[config.mk]
export PLATFORM = sky130hd
export DESIGN_NAME = cflow_mr
export DESIGN_NICKNAME = d
export VERILOG_FILES = /design/src/rtl/cflow_pkg.sv /design/src/rtl/cflow_er_match.sv /design/src/rtl/cflow_mr.sv
export SDC_FILE = /design/constraint.sdc
export NUM_CORES = 1
export LEC_CHECK = 0
export CAP_MARGIN = 20
export CORE_ASPECT_RATIO = 0.5
export CORE_MARGIN = 5
export CORE_UTILIZATION = 59
export CTS_CLUSTER_DIAMETER = 120
export DETAILED_ROUTE_END_ITERATION = 10
export PLACE_DENSITY = 0.86
export SKIP_LAST_GASP = 1
export SYNTH_ARGS = -nofsm -noshare
export SYNTH_HDL_FRONTEND = slang
export SYNTH_HIERARCHICAL = 1
export SYNTH_SLANG_ARGS = --single-unit
[constraint.sdc]
create_clock -name clk -period 7.4 [get_ports clk]
set_input_delay 0.74 -clock clk [delete_from_list [all_inputs] [get_ports clk]]
set_output_delay 0.74 -clock clk [all_outputs]
set_load 0.05 [all_outputs]
[src/rtl/cflow_pkg.sv]
// Shared types and constants for the multi-region control-flow monitor.
package cflow_pkg;

   typedef enum logic [2:0] {
      IDLE   = 3'd0,
      WR_CTR = 3'd1,
      WR_SRC = 3'd2,
      WR_DST = 3'd3,
      FLUSH  = 3'd4
   } state_t;

   localparam logic        CTR_MARK     = 1'b1;
   localparam logic [15:0] DEF_TCB_MAX  = 16'hdffe;
   localparam logic [15:0] DEF_PMEM_MIN = 16'he03e;
   localparam logic [15:0] DEF_LOG_SIZE = 16'h0080;

   // Log words a pop will produce: optional counter word plus optional src/dst pair.
   function automatic logic [1:0] words_needed(input logic ctr_nonzero, input logic emit_pair);
      words_needed = {emit_pair, 1'b0} + {1'b0, ctr_nonzero};
   endfunction

endpackage

[src/rtl/cflow_er_match.sv]
// Inclusive address range comparator for one executable region.
module cflow_er_match (
   input  logic [15:0] addr,
   input  logic [15:0] min_addr,
   input  logic [15:0] max_addr,
   input  logic        en,
   output logic        hit_c
);

   assign hit_c = en & (addr >= min_addr) & (addr <= max_addr);

endmodule

[src/rtl/cflow_mr.sv]
// Multi-region control-flow monitor: logs branches inside enabled regions with loop
// compression, manages log flushes, region protection and boot/region-done pulses.
module cflow_mr
   import cflow_pkg::*;
#(
   parameter int unsigned NUM_ER   = 2,
   parameter logic [15:0] LOG_SIZE = DEF_LOG_SIZE,
   parameter int unsigned CTR_W    = 15,
   parameter logic [15:0] TCB_MAX  = DEF_TCB_MAX,
   parameter logic [15:0] PMEM_MIN = DEF_PMEM_MIN
) (
   input  logic                   clk,
   input  logic                   puc,
   input  logic [15:0]            pc,
   input  logic [15:0]            pc_nxt,
   input  logic                   pc_upd,
   input  logic [1:0]             inst_len,
   input  logic [16*NUM_ER-1:0]   er_min,
   input  logic [16*NUM_ER-1:0]   er_max,
   input  logic [NUM_ER-1:0]      er_en,
   input  logic                   data_wr,
   input  logic [15:0]            data_addr,
   input  logic                   dma_en,
   input  logic [15:0]            dma_addr,
   input  logic                   flush_ack,
   output logic                   log_wen,
   output logic [15:0]            log_ptr,
   output logic [15:0]            log_data,
   output logic                   flush,
   output logic [NUM_ER-1:0]      er_done,
   output logic                   boot,
   output logic                   violation,
   output logic                   log_overrun
);

   localparam logic [CTR_W-1:0] CTR_MAX = '1;

   state_t            state, state_nxt;
   logic [NUM_ER-1:0] pc_hit, nxt_hit, wr_hit, dma_hit;
   logic [15:0]       seq_pc;
   logic              in_er, entry_bad, branch, viol_set;
   logic [15:0]       fifo_src [2];
   logic [15:0]       fifo_dst [2];
   logic              rd_idx, wr_idx;
   logic [1:0]        count;
   logic              push, pop, ctr_inc;
   logic [15:0]       head_src, head_dst, last_src, last_dst;
   logic              last_valid, seq_pair, pair_hit, ctr_nz, fits;
   logic [CTR_W-1:0]  ctr;
   logic [1:0]        need;
   logic              log_wen_nxt, flush_nxt;
   logic [15:0]       log_data_nxt;
   logic              tcb_boot_done;
   logic [15:0]       pc_prev;
   logic [NUM_ER-1:0] er_done_nxt;

   for (genvar i = 0; i < NUM_ER; i++) begin : g_er
      cflow_er_match u_pc  (.addr(pc),        .min_addr(er_min[16*i +: 16]), .max_addr(er_max[16*i +: 16]),
                            .en(er_en[i]),    .hit_c(pc_hit[i]));
      cflow_er_match u_nxt (.addr(pc_nxt),    .min_addr(er_min[16*i +: 16]), .max_addr(er_max[16*i +: 16]),
                            .en(er_en[i]),    .hit_c(nxt_hit[i]));
      cflow_er_match u_wr  (.addr(data_addr), .min_addr(er_min[16*i +: 16]), .max_addr(er_max[16*i +: 16]),
                            .en(er_en[i]),    .hit_c(wr_hit[i]));
      cflow_er_match u_dma (.addr(dma_addr),  .min_addr(er_min[16*i +: 16]), .max_addr(er_max[16*i +: 16]),
                            .en(er_en[i]),    .hit_c(dma_hit[i]));
   end

   // Entry must land on the start of the lowest-indexed region hit; descending loop lets it win.
   always_comb begin
      entry_bad = 1'b0;
      for (int i = int'(NUM_ER) - 1; i >= 0; i--)
         if (nxt_hit[i]) entry_bad = (pc_nxt != er_min[16*i +: 16]);
   end

   assign seq_pc   = pc + {13'd0, inst_len, 1'b0};
   assign in_er    = |pc_hit;
   assign branch   = pc_upd & in_er & ~violation & (pc_nxt != seq_pc);
   assign push     = branch & (count != 2'd2);
   assign viol_set = (data_wr & |wr_hit) | (dma_en & |dma_hit) | (pc_upd & ~in_er & entry_bad);
   assign head_src = fifo_src[rd_idx];
   assign head_dst = fifo_dst[rd_idx];

   // Two-entry pending pair FIFO
   always_ff @(posedge clk or posedge puc) begin
      if (puc) begin
         fifo_src[0] <= '0;
         fifo_src[1] <= '0;
         fifo_dst[0] <= '0;
         fifo_dst[1] <= '0;
         rd_idx      <= 1'b0;
         wr_idx      <= 1'b0;
         count       <= 2'd0;
      end else begin
         if (push) begin
            fifo_src[wr_idx] <= pc;
            fifo_dst[wr_idx] <= pc_nxt;
            wr_idx           <= ~wr_idx;
         end
         if (pop) rd_idx <= ~rd_idx;
         case ({push, pop})
            2'b10:   count <= count + 2'd1;
            2'b01:   count <= count - 2'd1;
            default: count <= count;
         endcase
      end
   end

   always_ff @(posedge clk or posedge puc) begin
      if (puc) state <= IDLE;
      else     state <= state_nxt;
   end

   always_comb begin
      state_nxt    = state;
      pop          = 1'b0;
      ctr_inc      = 1'b0;
      log_wen_nxt  = 1'b0;
      log_data_nxt = '0;
      flush_nxt    = 1'b0;
      pair_hit     = last_valid & (head_src == last_src) & (head_dst == last_dst);
      ctr_nz       = (ctr != '0);
      need         = pair_hit ? words_needed(1'b1, 1'b0) : words_needed(ctr_nz, 1'b1);
      fits         = (17'(log_ptr) + 17'(need)) <= 17'(LOG_SIZE);
      case (state)
         IDLE: begin
            if (count != 2'd0) begin
               if (pair_hit && (ctr != CTR_MAX)) begin
                  pop     = 1'b1;
                  ctr_inc = 1'b1;
               end else if (!fits) begin
                  state_nxt = FLUSH;
                  flush_nxt = 1'b1;
               end else begin
                  pop         = 1'b1;
                  log_wen_nxt = 1'b1;
                  if (pair_hit || ctr_nz) begin
                     state_nxt    = WR_CTR;
                     log_data_nxt = 16'({ctr, CTR_MARK});
                  end else begin
                     state_nxt    = WR_SRC;
                     log_data_nxt = head_src;
                  end
               end
            end
         end
         WR_CTR: begin
            if (seq_pair) begin
               state_nxt    = WR_SRC;
               log_wen_nxt  = 1'b1;
               log_data_nxt = last_src;
            end else begin
               state_nxt = IDLE;
            end
         end
         WR_SRC: begin
            state_nxt    = WR_DST;
            log_wen_nxt  = 1'b1;
            log_data_nxt = last_dst;
         end
         WR_DST: state_nxt = IDLE;
         FLUSH: begin
            if (flush_ack) state_nxt = IDLE;
            else           flush_nxt = 1'b1;
         end
         default: state_nxt = IDLE;
      endcase
   end

   // Loop compression state and log write pointer
   always_ff @(posedge clk or posedge puc) begin
      if (puc) begin
         ctr        <= '0;
         last_src   <= '0;
         last_dst   <= '0;
         last_valid <= 1'b0;
         seq_pair   <= 1'b0;
         log_ptr    <= '0;
         log_wen    <= 1'b0;
         log_data   <= '0;
         flush      <= 1'b0;
      end else begin
         if (ctr_inc)               ctr <= ctr + CTR_W'(1);
         else if (state == WR_CTR)  ctr <= seq_pair ? '0 : CTR_W'(1);
         if (pop && !ctr_inc) begin
            seq_pair <= ~pair_hit;
            if (!pair_hit) begin
               last_src   <= head_src;
               last_dst   <= head_dst;
               last_valid <= 1'b1;
            end
         end
         if ((state == FLUSH) && flush_ack)                               log_ptr <= '0;
         else if ((state == WR_CTR) || (state == WR_SRC) || (state == WR_DST)) log_ptr <= log_ptr + 16'd1;
         log_wen  <= log_wen_nxt;
         log_data <= log_data_nxt;
         flush    <= flush_nxt;
      end
   end

   always_comb begin
      er_done_nxt = '0;
      for (int i = 0; i < int'(NUM_ER); i++)
         er_done_nxt[i] = tcb_boot_done & er_en[i] & (pc == er_max[16*i +: 16]) &
                          (pc_prev != er_max[16*i +: 16]);
   end

   // Protection, boot tracking and arrival pulses
   always_ff @(posedge clk or posedge puc) begin
      if (puc) begin
         violation     <= 1'b0;
         log_overrun   <= 1'b0;
         tcb_boot_done <= 1'b0;
         pc_prev       <= '0;
         er_done       <= '0;
         boot          <= 1'b0;
      end else begin
         if (viol_set)                    violation   <= 1'b1;
         if (branch && (count == 2'd2))   log_overrun <= 1'b1;
         if (pc == TCB_MAX)               tcb_boot_done <= 1'b1;
         else if (violation)              tcb_boot_done <= 1'b0;
         pc_prev <= pc;
         er_done <= er_done_nxt;
         boot    <= (pc == PMEM_MIN) & (pc_prev != PMEM_MIN);
      end
   end

endmodule

Word level (Yosys, flattened, before mapping)
Cells that the tools add are included.

cells by class
  $mul = 0
  $lt $le $gt $ge = 20
  eq/ne operators = 24
  add/sub/neg operators = 7
  divide/modulo/power cells = 0
  bitwise logic cells = 42
  shifts and indexed selects = 0
  reduce and logical (&&, ||, !) cells = 21
  muxes and demuxes = 50

operator list
  operator                                               count
  two-way mux 16 bit                                     14
  >= comparator 16 bit                                   8
  <= comparator 16 bit                                   8
  != test 16 bit                                         5
  bitwise mux 32 bit                                     2
  == test 16 bit                                         4
  one-hot mux 16 bit (3 select lines)                    1
  AND 1 bit                                              33
  == test 16 bit (second input constant)                 2
  two-way mux 15 bit                                     2
  two-way mux 1 bit                                      19
  adder 16 x 2 -> 17 bit                                 1
  <= comparator 17 x 8 -> 1 bit (second input constant)  1
  adder 16 x 1 -> 16 bit (second input constant)         1
  adder 16 x 3 -> 16 bit                                 1
  demux 16 bit (select 1 bit)                            1
  != test 16 bit (second input constant)                 1
  adder 15 x 1 -> 15 bit (second input constant)         1
  != test 15 bit (second input constant)                 1
  nonzero test 15 bit                                    1
  two-way mux 3 bit                                      4
  one-hot mux 3 bit (4 select lines)                     1
  nonzero test 2 bit                                     5
  != test 2 bit (second input constant)                  4
  other kinds (24)                                       43

word-level totals
  word-level logic and storage cells = 187
  bits in read-only memories = 0
  memory bits (writable) = 0
  latch bits = 0
  memories kept = 0
  input bits = 138
  register bits after elaboration = 176

Depth between registers and ports, before layout
  word-level depth = 16
  depth in mapped cells = 21
  mapped depth without buffers = 19

Cells and area by module
The synthesis kept the hierarchy.

modules (own cells, without submodules)
  module                               instances  area an instance (sq um)  cells each
  cflow_mr                             1          10,208.5                  957
  cflow_er_match at g_er[0].u_dma ...  7          790.8                     113
  cflow_er_match at g_er[1].u_pc       1          798.3                     108

Worst setup path before layout
OpenSTA, ideal clock, no wires.

  kind = register to register
  from = register rd_idx
  to = register last_src[0]
  buffers on the path = 4
  slack = 2,416 ps
  data required time = 7,272 ps
  clock period less this slack = 4,984 ps
  stages on the path, launching flop included = 20
  data arrival time = 4,856 ps
  path through = dfrtp_1 buf_2 buf_2 mux2i_1 nand3_1 a2111oi_0 nand4_1 o21ai_1 ha_1 inv_1 fa_1 nand4b_1 nor4_1 xor2_1 a21o_1 or4_1 buf_2 nor3_4 buf_6 mux2_1

on the way
  longest elaborated chain between the ends = 16
  elaborated cells on any way between the ends = 26
  those cells by class = add/sub: 1; order compare: 1; eq/ne: 2; mux: 14; bitwise: 4; reduce/logical: 4

RTL lines
  element                                                 RTL line                        text
  start, declared                                         cflow_mr.sv:44                  logic rd_idx, wr_idx;
  start signal, assigned                                  cflow_mr.sv:99                  if (pop) rd_idx <= ~rd_idx;
  NOT 1 -> 2 bit (not written as such) (*)                cflow_mr.sv:80, cflow_mr.sv:81
  two-way mux 16 bit (not written as such) (3 in series)  cflow_mr.sv:80                  assign head_src = fifo_src[rd_idx];
  == test 16 bit                                          cflow_mr.sv:120                 pair_hit = last_valid & (head_src == last_src) & (head_dst == last_dst);
  AND 1 bit (2 in series)                                 cflow_mr.sv:120
  two-way mux 2 bit                                       cflow_mr.sv:122                 need = pair_hit ? words_needed(1'b1, 1'b0) : words_needed(ctr_nz, 1'b1);
  adder 16 x 2 -> 17 bit                                  cflow_mr.sv:123                 fits = (17'(log_ptr) + 17'(need)) <= 17'(LOG_SIZE);
  <= comparator 17 x 8 -> 1 bit                           cflow_mr.sv:123
  two-way mux 1 bit                                       cflow_mr.sv:130                 end else if (!fits) begin
  two-way mux 1 bit                                       cflow_mr.sv:127                 if (pair_hit && (ctr != CTR_MAX)) begin
  two-way mux 1 bit                                       cflow_mr.sv:126                 if (count != 2'd0) begin
  two-way mux 1 bit                                       cflow_mr.sv:124                 case (state)
  logical AND 1 bit                                       cflow_mr.sv:184                 if (pop && !ctr_inc) begin
  AND reduction 2 bit (no source line)                    n/a
  end signal, assigned                                    cflow_mr.sv:187                 last_src <= head_src;
  end, declared                                           cflow_mr.sv:47                  logic [15:0] head_src, head_dst, last_src, last_dst;

Mark *: on every way between the ends. The rest lies on a longest branch, timed or not. The select of a mux whose other input is x is not followed.
A chain may end at the register's enable or synchronous reset.

Final worst setup path
  from = register rd_idx
  to = register last_src[11]

Same word-level chain as after synthesis.

==> reports/metrics.yaml <==
final_layout:
  n_fill_cell: 2096
  drive_above_1_share_pct: 8.786
  nNetsFinal: 2417
  diodes: 0
  syn_to_final_growth_pct: 16.76
  fin_util_pct: 69.84
worst_hold_path:
  hold_path_class: "flop to flop"
  worstHoldEndpoint: "log_overrun"
  hp-start: "log_overrun"
  whs_path_depth: 1
grt:
  grt_max_degree: 92
  grt_use_total_pct: 31.11
  grt_pass1_vias: 14730
  grt_pass1_wl_mm: 78.27
  grt_overflow: 0
  antenna_found_initial: 0
yosys:
  synthDistinctLibCells: 77
  seq_area_frac_synth_pct: 26.62
  synth_edf_count: 0
  synth-main-ff-cell: "dfrtp_1"
  synth_seq_cells: 176
  synthesis.area_um2: 16540
  ys_warn_count: 6
  avgSynthCellArea_um2: 8.913
  async_flop_share_pct: 100.0
  synth_nets: 2260
  syn_inst: 1856
clock_network:
  numCtsBuffers: 17
  cts_hold_buffers: 0
  h-tree-depth: 4
  clk_pin_slew_worst_paths_ps: 70
  clock_latency_ps: 440
  ctsLongestPathBuffers: 2
  cts-resized-gates: 0
  cts_root_buf: "clkbuf_16"
  post_cts_buffers: 0
  cts_tree: "yes"
  clock_sinks: 176
drt:
  dr.pass1.iters: 5
  route.antenna.remaining_nets: 0
  drc: 0
  drt_iter0_markers: 1257
  wl_per_cell_um: 20.61
  wirelength_mm: 49.64
  vias: 14980
  vias_per_cell: 6.223
placement:
  dp_hpwl_mm: 38.66
  buffer_ports.inserted: 176
  place_congestion: 0.9530
worst_setup_path:
  crit_arrival_ps: 6360
  path_common_cell: "buf_4"
  cp.required_ps: 7720
  critical_path_class: "flop to flop"
  critPathSlowestCell: "dfrtp_1"
  worstSetupEndpointType: "flop"
  ff2ff_path_depth: 18
  reg2reg_to: "last_src[11]"
  slowest_delay_ps: 690
  crit_path_start_kind: "flop"
  worst-path-buf-inv: 4
  reg2reg_from: "rd_idx"
  ff2ff_setup_slack_ps: 1360
  cp_cell_sequence: "buf_4, mux2_2, xor2_1, nor4_1, nand4_1, o21ai_1, buf_4, ha_1, inv_1, fa_1, nand4b_1, nor4_1, xor2_1, a21o_1, or4_1, nor3_4, buf_4, mux2_2"
  path_max_fanout: 34
  critPathTopFamily: "simple AND/OR/NAND/NOR gates"
floorplanning:
  die_h_um: 128.4
  core_area_um2: 27650
  rows: 43
  start_util_pct: 59.82
  die_width_um: 246.8
  fp.dieArea_um2: 31690
  io_pins: 177
sta:
  timing.hold.ws_ps: 470.5
  finalSetupViolCount: 0
  hold_viol_final: 0
  worst_pin_slew_ps: 962.5
  grt_setup_unrepaired: "false"
  drv_slew: 0
  fmax_mhz: 165.5
  tns_ps: 0
  period_share_pct: 81.65
  clock_skew_ps: 11.01
  maxSlewHeadroom_pct: 35.49
  fin_crit_ps: 6042
pwr:
  irDropWorstVdd_mv: 0.1935
  p_total_uw: 4348
  p_leak_uw: 0.009479
  pwr_density_cell_nw_per_um2: 225.1
outcome:
  status: "complete, no violations"
job:
  drv_cap: 0
## through the flow
step,area (µm²),cells,setup slack (ps)
floorplan,16540,1856,1886
global placement,18670,2374,1674
detailed placement,18670,2374,1498
CTS,19280,2406,1426
global route,19310,2408,1042
finish,19310,2408,1358
## Yosys cell counts (12+ instances only)
library cell | n | area share, %
inv_1 | 286 | 6.5
ha_1 | 264 | 20
dfrtp_1 | 176 | 27
nand2_1 | 104 | 2.4
a21oi_1 | 101 | 3.1
xnor2_1 | 96 | 5.1
o21ai_0 | 83 | 2.5
mux2_2 | 82 | 5.6
nand3_1 | 56 | 1.7
xor2_1 | 56 | 3.0
nand4_1 | 53 | 2.0
nor2_1 | 43 | 0.98
nor4_1 | 38 | 1.4
mux2i_1 | 35 | 2.1
clkbuf_1 | 29 | 0.66
a22oi_1 | 25 | 1.1
buf_2 | 20 | 0.61
or3_1 | 20 | 0.76
nor3_1 | 18 | 0.54
or4_1 | 16 | 0.73
a21o_1 | 15 | 0.68
nor2b_1 | 15 | 0.57
mux2_1 | 14 | 0.95
a31oi_1 | 13 | 0.49
nor3b_1 | 12 | 0.54
o31ai_1 | 12 | 0.54
## cells by family after synthesis
family	count (synthesis)	synth area share (%)
xor+xnor	152	8.048
fa+ha+maj	266	20.21
flops	176	26.62
mux	131	8.653
compound gates	343	13.23
simple gates	444	15.11
buf+inv	344	8.123
## layout by cell type (no fill, tap or decap), types with 11 or more instances in the layout
| cell | instances |
|---|---|
| clkbuf_16 | 17 |
| inv_1 | 285 |
| nor4_1 | 37 |
| nor3b_1 | 11 |
| a22oi_1 | 25 |
| a21o_1 | 15 |
| xnor2_1 | 96 |
| o21ai_0 | 83 |
| mux2_1 | 14 |
| buf_4 | 18 |
| mux2i_1 | 35 |
| nor2b_1 | 15 |
| a21oi_1 | 101 |
| o31ai_1 | 12 |
| nand2_1 | 104 |
| or4_1 | 16 |
| nand3_1 | 56 |
| clkdlybuf4s50_1 | 176 |
| or3_1 | 20 |
| nor3_1 | 18 |
| nand4_1 | 53 |
| ha_1 | 264 |
| xor2_1 | 56 |
| nor2_1 | 43 |
| mux2_2 | 82 |
| dfrtp_1 | 176 |
| a31oi_1 | 13 |
## sequential cells by signal, indices dropped and copies added (netlist names)
signal,flops
log_data,16
count,2
last_src,16
tcb_boot_done,1
fifo_src,32
er_done,2
log_ptr,16
wr_idx,1
rd_idx,1
last_dst,16
violation,1
log_overrun,1
log_wen,1
seq_pair,1
boot,1
fifo_dst,32
last_valid,1
state,3
pc_prev,16
flush,1
ctr,15
## routing by layer
layer	track usage, %	part of all wire, %
met1	40.71	40
met5	0	0
met3	4.545	8.1
met4	15.14	5.2
met2	51.35	46
## layout make-up
| type | instances | area [µm²] | area share (%) |
|---|---|---|---|
| repair buffers | 196 | 1936 | 10.02 |
| inverters | 286 | 1079 | 5.584 |
| flip-flops and latches | 176 | 4404 | 22.80 |
| clock inverters | 13 | 153.9 | 0.7968 |
| clock buffers | 19 | 452.9 | 2.345 |
| multi-input cells | 1336 | 10810 | 55.98 |
| well taps | 382 | 478.0 | 2.475 |
## report_power, final
group          total (µW)  internal [µW]  leakage (µW)  switching, µW
Clock                 929            523      0.000290            406
Sequential           1420           1170       0.00235            251
Combinational        2000            818       0.00684           1180
## how the worst max path moves through the flow
| stage | to | cells past startpoint | from |
|---|---|---|---|
| floorplan | boot | 1 | puc |
| global placement | last_src[11] | 18 | rd_idx |
| detailed placement | last_src[11] | 18 | rd_idx |
| CTS | last_src[11] | 18 | rd_idx |
| global route | last_src[11] | 18 | rd_idx |
| finish | last_src[11] | 18 | rd_idx |
(Power assumes the default switching activity.)
